===== config.mk =====
export PLATFORM = sky130hd
export DESIGN_NAME = pair_judge
export DESIGN_NICKNAME = d
export VERILOG_FILES = /design/src/rtl/pair_judge.sv
export SDC_FILE = /design/constraint.sdc
export NUM_CORES = 1
export LEC_CHECK = 0
export BUFFER_PORTS_ARGS = -buffer_cell sky130_fd_sc_hd__buf_2
export CAP_MARGIN = 20
export CELL_PAD_IN_SITES_DETAIL_PLACEMENT = 0
export CELL_PAD_IN_SITES_GLOBAL_PLACEMENT = 1
export CORE_ASPECT_RATIO = 1.75
export CORE_MARGIN = 8
export CORE_UTILIZATION = 42
export CTS_BUF_LIST = sky130_fd_sc_hd__clkbuf_8 sky130_fd_sc_hd__clkbuf_16
export DETAILED_ROUTE_END_ITERATION = 7
export MAX_ROUTING_LAYER = met4
export PLACE_DENSITY_LB_ADDON = 0.25
export SLEW_MARGIN = 10
export SYNTH_ARGS = -nofsm -noshare
export SYNTH_HDL_FRONTEND = slang
export SYNTH_SLANG_ARGS = --single-unit

===== constraint.sdc =====
create_clock -name clk -period 3.4 [get_ports clk]
set_input_delay 1.02 -clock clk [delete_from_list [all_inputs] [get_ports clk]]
set_output_delay 1.02 -clock clk [all_outputs]
set_load 0.01 [all_outputs]

===== src/rtl/pair_judge.sv =====
// Two-player memory-game referee: accepts two revealed tiles, holds them visible
// for SHOW_CYCLES cycles, then pulses match or par and updates turn and scores.
module pair_judge #(
  parameter int SHOW_CYCLES = 8,
  parameter int NUM_PAIRS   = 8
) (
  input  logic       clk,
  input  logic       rst,
  input  logic       select,
  input  logic [3:0] sel_index,
  input  logic [3:0] sel_label,
  output logic       par,
  output logic       match,
  output logic [3:0] first_idx,
  output logic [3:0] second_idx,
  output logic       player,
  output logic [3:0] score0,
  output logic [3:0] score1,
  output logic       busy,
  output logic       game_over
);

  typedef enum logic [2:0] {
    WAIT_FIRST,
    WAIT_SECOND,
    SHOW,
    VERDICT,
    DONE
  } state_t;

  localparam int             CW   = (SHOW_CYCLES > 1) ? $clog2(SHOW_CYCLES) : 1;
  localparam logic [CW-1:0]  LAST = CW'((SHOW_CYCLES > 0) ? SHOW_CYCLES - 1 : 0);
  localparam logic [4:0]     NP   = 5'(NUM_PAIRS);

  state_t        state, state_next;
  logic [CW-1:0] cnt;
  logic [3:0]    first_label, second_label;
  logic          label_ok, take_first, take_second, in_verdict, same;
  logic [3:0]    score0_next, score1_next;
  logic [4:0]    sum_next;

  // Verdict pulses are decoded from the state, so they can never leak outside VERDICT.
  always_comb begin
    label_ok   = select && (sel_label != 4'h0) && (sel_label != 4'hF);
    in_verdict = (state == VERDICT);
    same       = (first_label == second_label);
    match      = in_verdict && same;
    par        = in_verdict && !same;
    busy       = (state == SHOW) || in_verdict;
    game_over  = (state == DONE);
  end

  always_comb begin
    score0_next = score0;
    score1_next = score1;
    if (match && !player && (score0 != 4'hF)) score0_next = score0 + 4'd1;
    if (match &&  player && (score1 != 4'hF)) score1_next = score1 + 4'd1;
    sum_next = {1'b0, score0_next} + {1'b0, score1_next};
  end

  // NOTE: every output of this block is given a default first, so no path can infer a latch.
  always_comb begin
    state_next  = state;
    take_first  = 1'b0;
    take_second = 1'b0;
    case (state)
      WAIT_FIRST: begin
        if (label_ok) begin
          take_first = 1'b1;
          state_next = WAIT_SECOND;
        end
      end
      WAIT_SECOND: begin
        if (label_ok && (sel_index != first_idx)) begin
          take_second = 1'b1;
          state_next  = (SHOW_CYCLES == 0) ? VERDICT : SHOW;
        end
      end
      SHOW:    if (cnt == LAST) state_next = VERDICT;
      VERDICT: state_next = (sum_next == NP) ? DONE : WAIT_FIRST;
      DONE:    state_next = DONE;
      default: state_next = WAIT_FIRST;
    endcase
  end

  // NOTE: sequential state uses non-blocking assignments so every register samples pre-edge values.
  always_ff @(posedge clk) begin
    if (rst) state <= WAIT_FIRST;
    else     state <= state_next;
  end

  always_ff @(posedge clk) begin
    if (rst) begin
      first_idx    <= 4'd0;
      second_idx   <= 4'd0;
      first_label  <= 4'd0;
      second_label <= 4'd0;
      cnt          <= '0;
      player       <= 1'b0;
      score0       <= 4'd0;
      score1       <= 4'd0;
    end else begin
      if (take_first) begin
        first_idx   <= sel_index;
        first_label <= sel_label;
      end
      if (take_second) begin
        second_idx   <= sel_index;
        second_label <= sel_label;
        cnt          <= '0;
      end else if (state == SHOW) begin
        cnt <= cnt + 1'b1;
      end
      if (in_verdict) begin
        score0 <= score0_next;
        score1 <= score1_next;
        if (par) player <= ~player;
      end
    end
  end

endmodule


* After elaboration in Yosys (flattened, before gate mapping)
Cells that the tools add are included.
** Word-level totals
- Output and inout port bits :: 21
- Word-level logic and storage cells :: 56
- Bits of input ports :: 11
- Bits in registers :: 31
** Cells by class
- Add/subtract/negate cells :: 4
- Reduce and logical (&&, ||, !) cells :: 17
- Multiplexer cells :: 11
- Bitwise operators :: 1
- Equal/unequal tests :: 14
** Operators by type and width (count)
- $pmux 3 s5 :: 1
- $mux 3 :: 4
- $ne 4x4->1 const B :: 3
- $logic_and 1x1->1 :: 9
- $add 4x1->4 const B :: 2
- $mux 4 :: 2
- $eq 3x2->1 const B :: 2
- $eq 3x3->1 const B :: 2
- $add 4x4->5 :: 1
- $eq 5x4->1 const B :: 1
- $eq 4x4->1 :: 1
- $mux 1 :: 4
- $ne 2x2->1 const B :: 2
- $ne 4x4->1 :: 1
- $reduce_bool 4->1 :: 1
- $add 3x1->3 const B :: 1
- $eq 3x1->1 const B :: 1
- $logic_not 3->1 :: 1
- $reduce_and 3->1 :: 1
- $logic_not 1->1 :: 2
- $ne 2x1->1 const B :: 1
- $reduce_and 2->1 :: 1
- $reduce_or 2->1 :: 1
- $logic_or 1x1->1 :: 1
- $not 1->1 :: 1

* Depth between registers and ports, before layout
- Depth after elaboration :: 9
- Mapped depth :: 12
- Depth with buffers taken out :: 12

* Least setup slack after synthesis
OpenSTA, ideal clock, no wires.
- Path type :: reg2reg
- From :: register second_label[1]
- To :: register state[2]
- Stages on the path, launching flop included :: 13
- Path slack :: 658 ps
- Data arrival time :: 2657 ps
- Library setup time :: 86 ps
- Period minus slack after synthesis :: 2742 ps
- Path buffers :: 1
- Required time :: 3314 ps
- Cells stage by stage :: dfxtp_1 xnor2_1 nand4_1 buf_2 or3_1 nand2_1 ha_1 inv_1 fa_1 or3b_2 o32ai_1 a21oi_1 a211oi_1
** Between the ends
- Cells in the longest elaborated chain, start to end :: 9
- Elaborated cells between the ends (all ways) :: 12
- Classes of those cells :: add/sub (1); eq/ne (2); mux (4); reduce/logical (5)
** RTL lines
- start, declared :: RTL line 37 : logic [3:0] first_label, second_label;
- start signal, assigned :: RTL line 109 : second_label <= sel_label;
- $eq 4x4->1 :: RTL line 46 : same = (first_label == second_label);
- $logic_and 1x1->1 :: RTL line 47 : match = in_verdict && same;
- $logic_and 1x1->1 (2 in a row) :: RTL line 57 : if (match && player && (score1 != 4'hF)) score1_next = score1 + 4'd1;
- $mux 4 :: RTL line 57
- via score1_next[0] :: RTL line 39 : logic [3:0] score0_next, score1_next;
- $add 4x4->5 :: RTL line 58 : sum_next = {1'b0, score0_next} + {1'b0, score1_next};
- $eq 5x4->1 :: RTL line 80 : VERDICT: state_next = (sum_next == NP) ? DONE : WAIT_FIRST;
- $mux 3 :: RTL line 80
- $pmux 3 s5 :: RTL line 66 : case (state)
- end signal, assigned :: RTL line 89 : else state <= state_next;
- end, declared :: RTL line 35 : state_t state, state_next;
The timed path passes the listed nets, and every way through them passes these cells.
A chain may end at the register's enable or synchronous reset.

* Final worst setup path
- From :: register second_label[2]
- To :: register state[2]
The elaborated chain is that of the path after synthesis.

==> key figures <==
Clock tree
  – H-tree depth: 2
  – Number of CTS-inserted buffers: 5
  – Worst-skew pair later-pin latency: 0.28 ns
  – Setup bufs post-CTS: 0
  – Cts hold-fix bufs: 0
  – Clock transition at the registers of the reported paths: 0.07 ns
  – CTS resizes: 0
  – Clk buf depth: 2
  – Sink Count: 31
  – Root buf cell: clkbuf_8
  – CTS tree: built

Cells and area
  – Diodes inserted: 0
  – NumNets Final: 237
  – Proportion of layout cells with a drive suffix above 1: 0.235
  – Final core area utilization: 0.499
  – Syn-to-layout area delta: 16.7%

Placement
  – Port Buf Inserts: 31
  – Routability cong.: 0.888
  – Hpwl dp: 3.23 mm

Run
  – Max-cap violations: 0

Yosys
  – YS warnings: 0
  – Netlist cell types: 45
  – Mux share of post-synthesis cell area: 0.119
  – Synth Area in Adders: 0.0696
  – Mapped Area: 1730 um2
  – EDFF count, synth: 0
  – Mean Syn Cell Area: 9.43 um2
  – Ys async rst share: 0
  – Syn Nets: 203
  – Largest family of logic cells by synthesized area: simple AND/OR/NAND/NOR gates
  – Mapped Cells: 183
  – Post-Synth XOR/XNOR Area: 0.0508
  – Main flop type after synthesis: dfxtp_1
  – Number of synthesized register bits: 31
  – Synth Area in Compound Gates: 0.0957
  – Sequential cell area fraction in the yosys report: 0.360
  – Synth Area in Simple Gates: 0.281

Power
  – Overall Power: 809 uW
  – Peak VDD IR: 0.000313 V
  – LEAKAGE: 0.000898 uW
  – Power Dens Cells: 402 nW/um2

Timing
  – Final Hold Vio Count: 0
  – Tmin final: 3.14 ns
  – RSZ-0062 raised after global routing: false
  – Worst Tran Pin Value: 0.626 ns
  – Clock Skew: 0.00694 ns
  – Fmax: 319 MHz
  – Final period util: 0.923
  – Max-slew violation count: 0
  – Final setup fails: 0
  – TNS Setup: 0 ns
  – Worst slew margin: 0.583

Setup path
  – Critical path class: reg2reg
  – Worst-case reg-to-reg path depth: 11
  – Worst EP arrival: 3.33 ns
  – CP startpoint kind: flop
  – Worst Path Max Fanout: 10
  – Endpoint class of the critical path: flop
  – CP required: 3.59 ns

GRT
  – Initial antenna violation count: 0
  – Vias in the first global route: 1537
  – Grt total ovfl: 0
  – Largest net degree at the start of global routing: 41
  – Total Routing Usage GR: 0.137
  – First-pass GRT wire length: 6.88 mm

Floorplan
  – Placeable Area: 4030 um2
  – Die X: 64.5 um
  – Die area: 6500 um2
  – Initial Utilization: 0.428
  – Die Ht: 101 um
  – Row count: 31
  – # IOs: 32

Routing
  – First DRT Iteration DRCs: 88
  – Post-DRT Antenna Nets: 0
  – DRC viols: 0
  – DR vias/cell: 5.52
  – First-pass detailed-route iteration total: 4
  – Total wire length: 4.23 mm
  – DR WL/cell: 15.9 um
  – Via count: 1468

Hold path
  – Min-Delay Path Class: reg2reg
  – Hold Crit Depth: 2

Status
  – Status: completed
where the power goes:
group          switching, uW  internal [uW]
Clock                    132            159
Sequential              13.7            379
Combinational           72.2           53.7
Total                    218            591
state kept, by name, summed over array words and instances, names as in the netlist, named ones only:
name,count
state,3
second_idx,4
score1,4
player,1
cnt,3
first_label,4
second_label,4
score0,3
first_idx,4
metal layers:
metal / routed length (um) / global-route usage / share of wire / up-vias
met5: 0 / - / 0 / -
met3: 141 / 0.0267 / 0.033 / 10
li1: - / - / - / 723
met2: 2370 / 0.253 / 0.56 / 37
met4: 104 / 0.0676 / 0.025 / 0
met1: 1610 / 0.130 / 0.38 / 698
per-stage QoR:
stage                     cell area [um2]  cells  hold slack, ns  setup WS, ns
after floorplan                      1730    183           0.461         0.658
after global placement               1930    259           0.458         0.401
after detailed placement             1930    259           0.458         0.327
after CTS                            2010    266           0.475         0.237
after global routing                 2010    266           0.502        0.0652
final                                2010    266           0.471         0.261
cell usage after synthesis, drive strengths merged (2+ instances only):
cell | n | area (um2)
dfxtp | 31 | 621
nor2b | 4 | 25.0
inv | 3 | 11.3
buf | 2 | 16.3
clkbuf | 4 | 15.0
mux2i | 19 | 190
o21ai | 7 | 35.0
nand4 | 5 | 37.5
ha | 8 | 100
a211oi | 3 | 22.5
nand3b | 2 | 15.0
and2 | 2 | 12.5
nor4 | 2 | 12.5
nand2 | 8 | 30.0
nor2 | 12 | 45.0
or3 | 3 | 18.8
nand2b | 18 | 113
nand3 | 4 | 37.5
o31ai | 2 | 15.0
a21oi | 11 | 55.1
xnor2 | 6 | 52.6
xor2 | 4 | 35.0
or4 | 3 | 26.3
nor3 | 5 | 30.0
cells in the final DEF (no fill, tap or decap), types with 6 or more instances in the layout:
cell type / n
nand2_1: 8
ha_1: 8
xnor2_1: 6
buf_2: 31
nor2_1: 12
mux2i_1: 19
nand2b_1: 18
clkbuf_8: 6
dfxtp_1: 31
o21ai_0: 7
a21oi_1: 11
layout make-up:
class / instances / area (um2)
clock inverter: 1 / 5.00
fill: 400 / 2020
multi-input combinational: 143 / 1060
clock buffer: 6 / 82.6
tap: 49 / 61.3
sequential: 31 / 621
timing repair buffer: 33 / 170
inverter: 3 / 11.3
logic make-up (layout without fill, tap and decap cells):
logic type / Yosys count / in the layout
multiplexers: 20 / 20
buffers and inverters: 9 / 43
XOR/XNOR: 10 / 10
flip-flops: 31 / 31
adder cells (fa/ha/maj): 9 / 9
AO/OA/AOI/OAI: 27 / 27
AND/OR/NAND/NOR: 77 / 77
path summary, 6_finish.rpt:
check,start,slack (ns),to
setup / recovery,second_label[2],0.26,state[2]
hold / removal,second_idx[0],0.47,second_idx[0]
setup reg to reg,second_label[2],0.26,state[2]
hold reg to reg,second_idx[0],0.47,second_idx[0]
worst max-delay path: stages (launching register included):
cell and delay, ns:
dfxtp_1 0.32, xnor2_1 0.24, nand4_1 0.37, or3_1 0.49, nand2_1 0.10, ha_1 0.18, inv_1 0.06, fa_1 0.37
or3b_2 0.48, o32ai_1 0.13, a21oi_1 0.10, a211oi_1 0.22
Note: power is estimated with default switching activity, not from simulation.
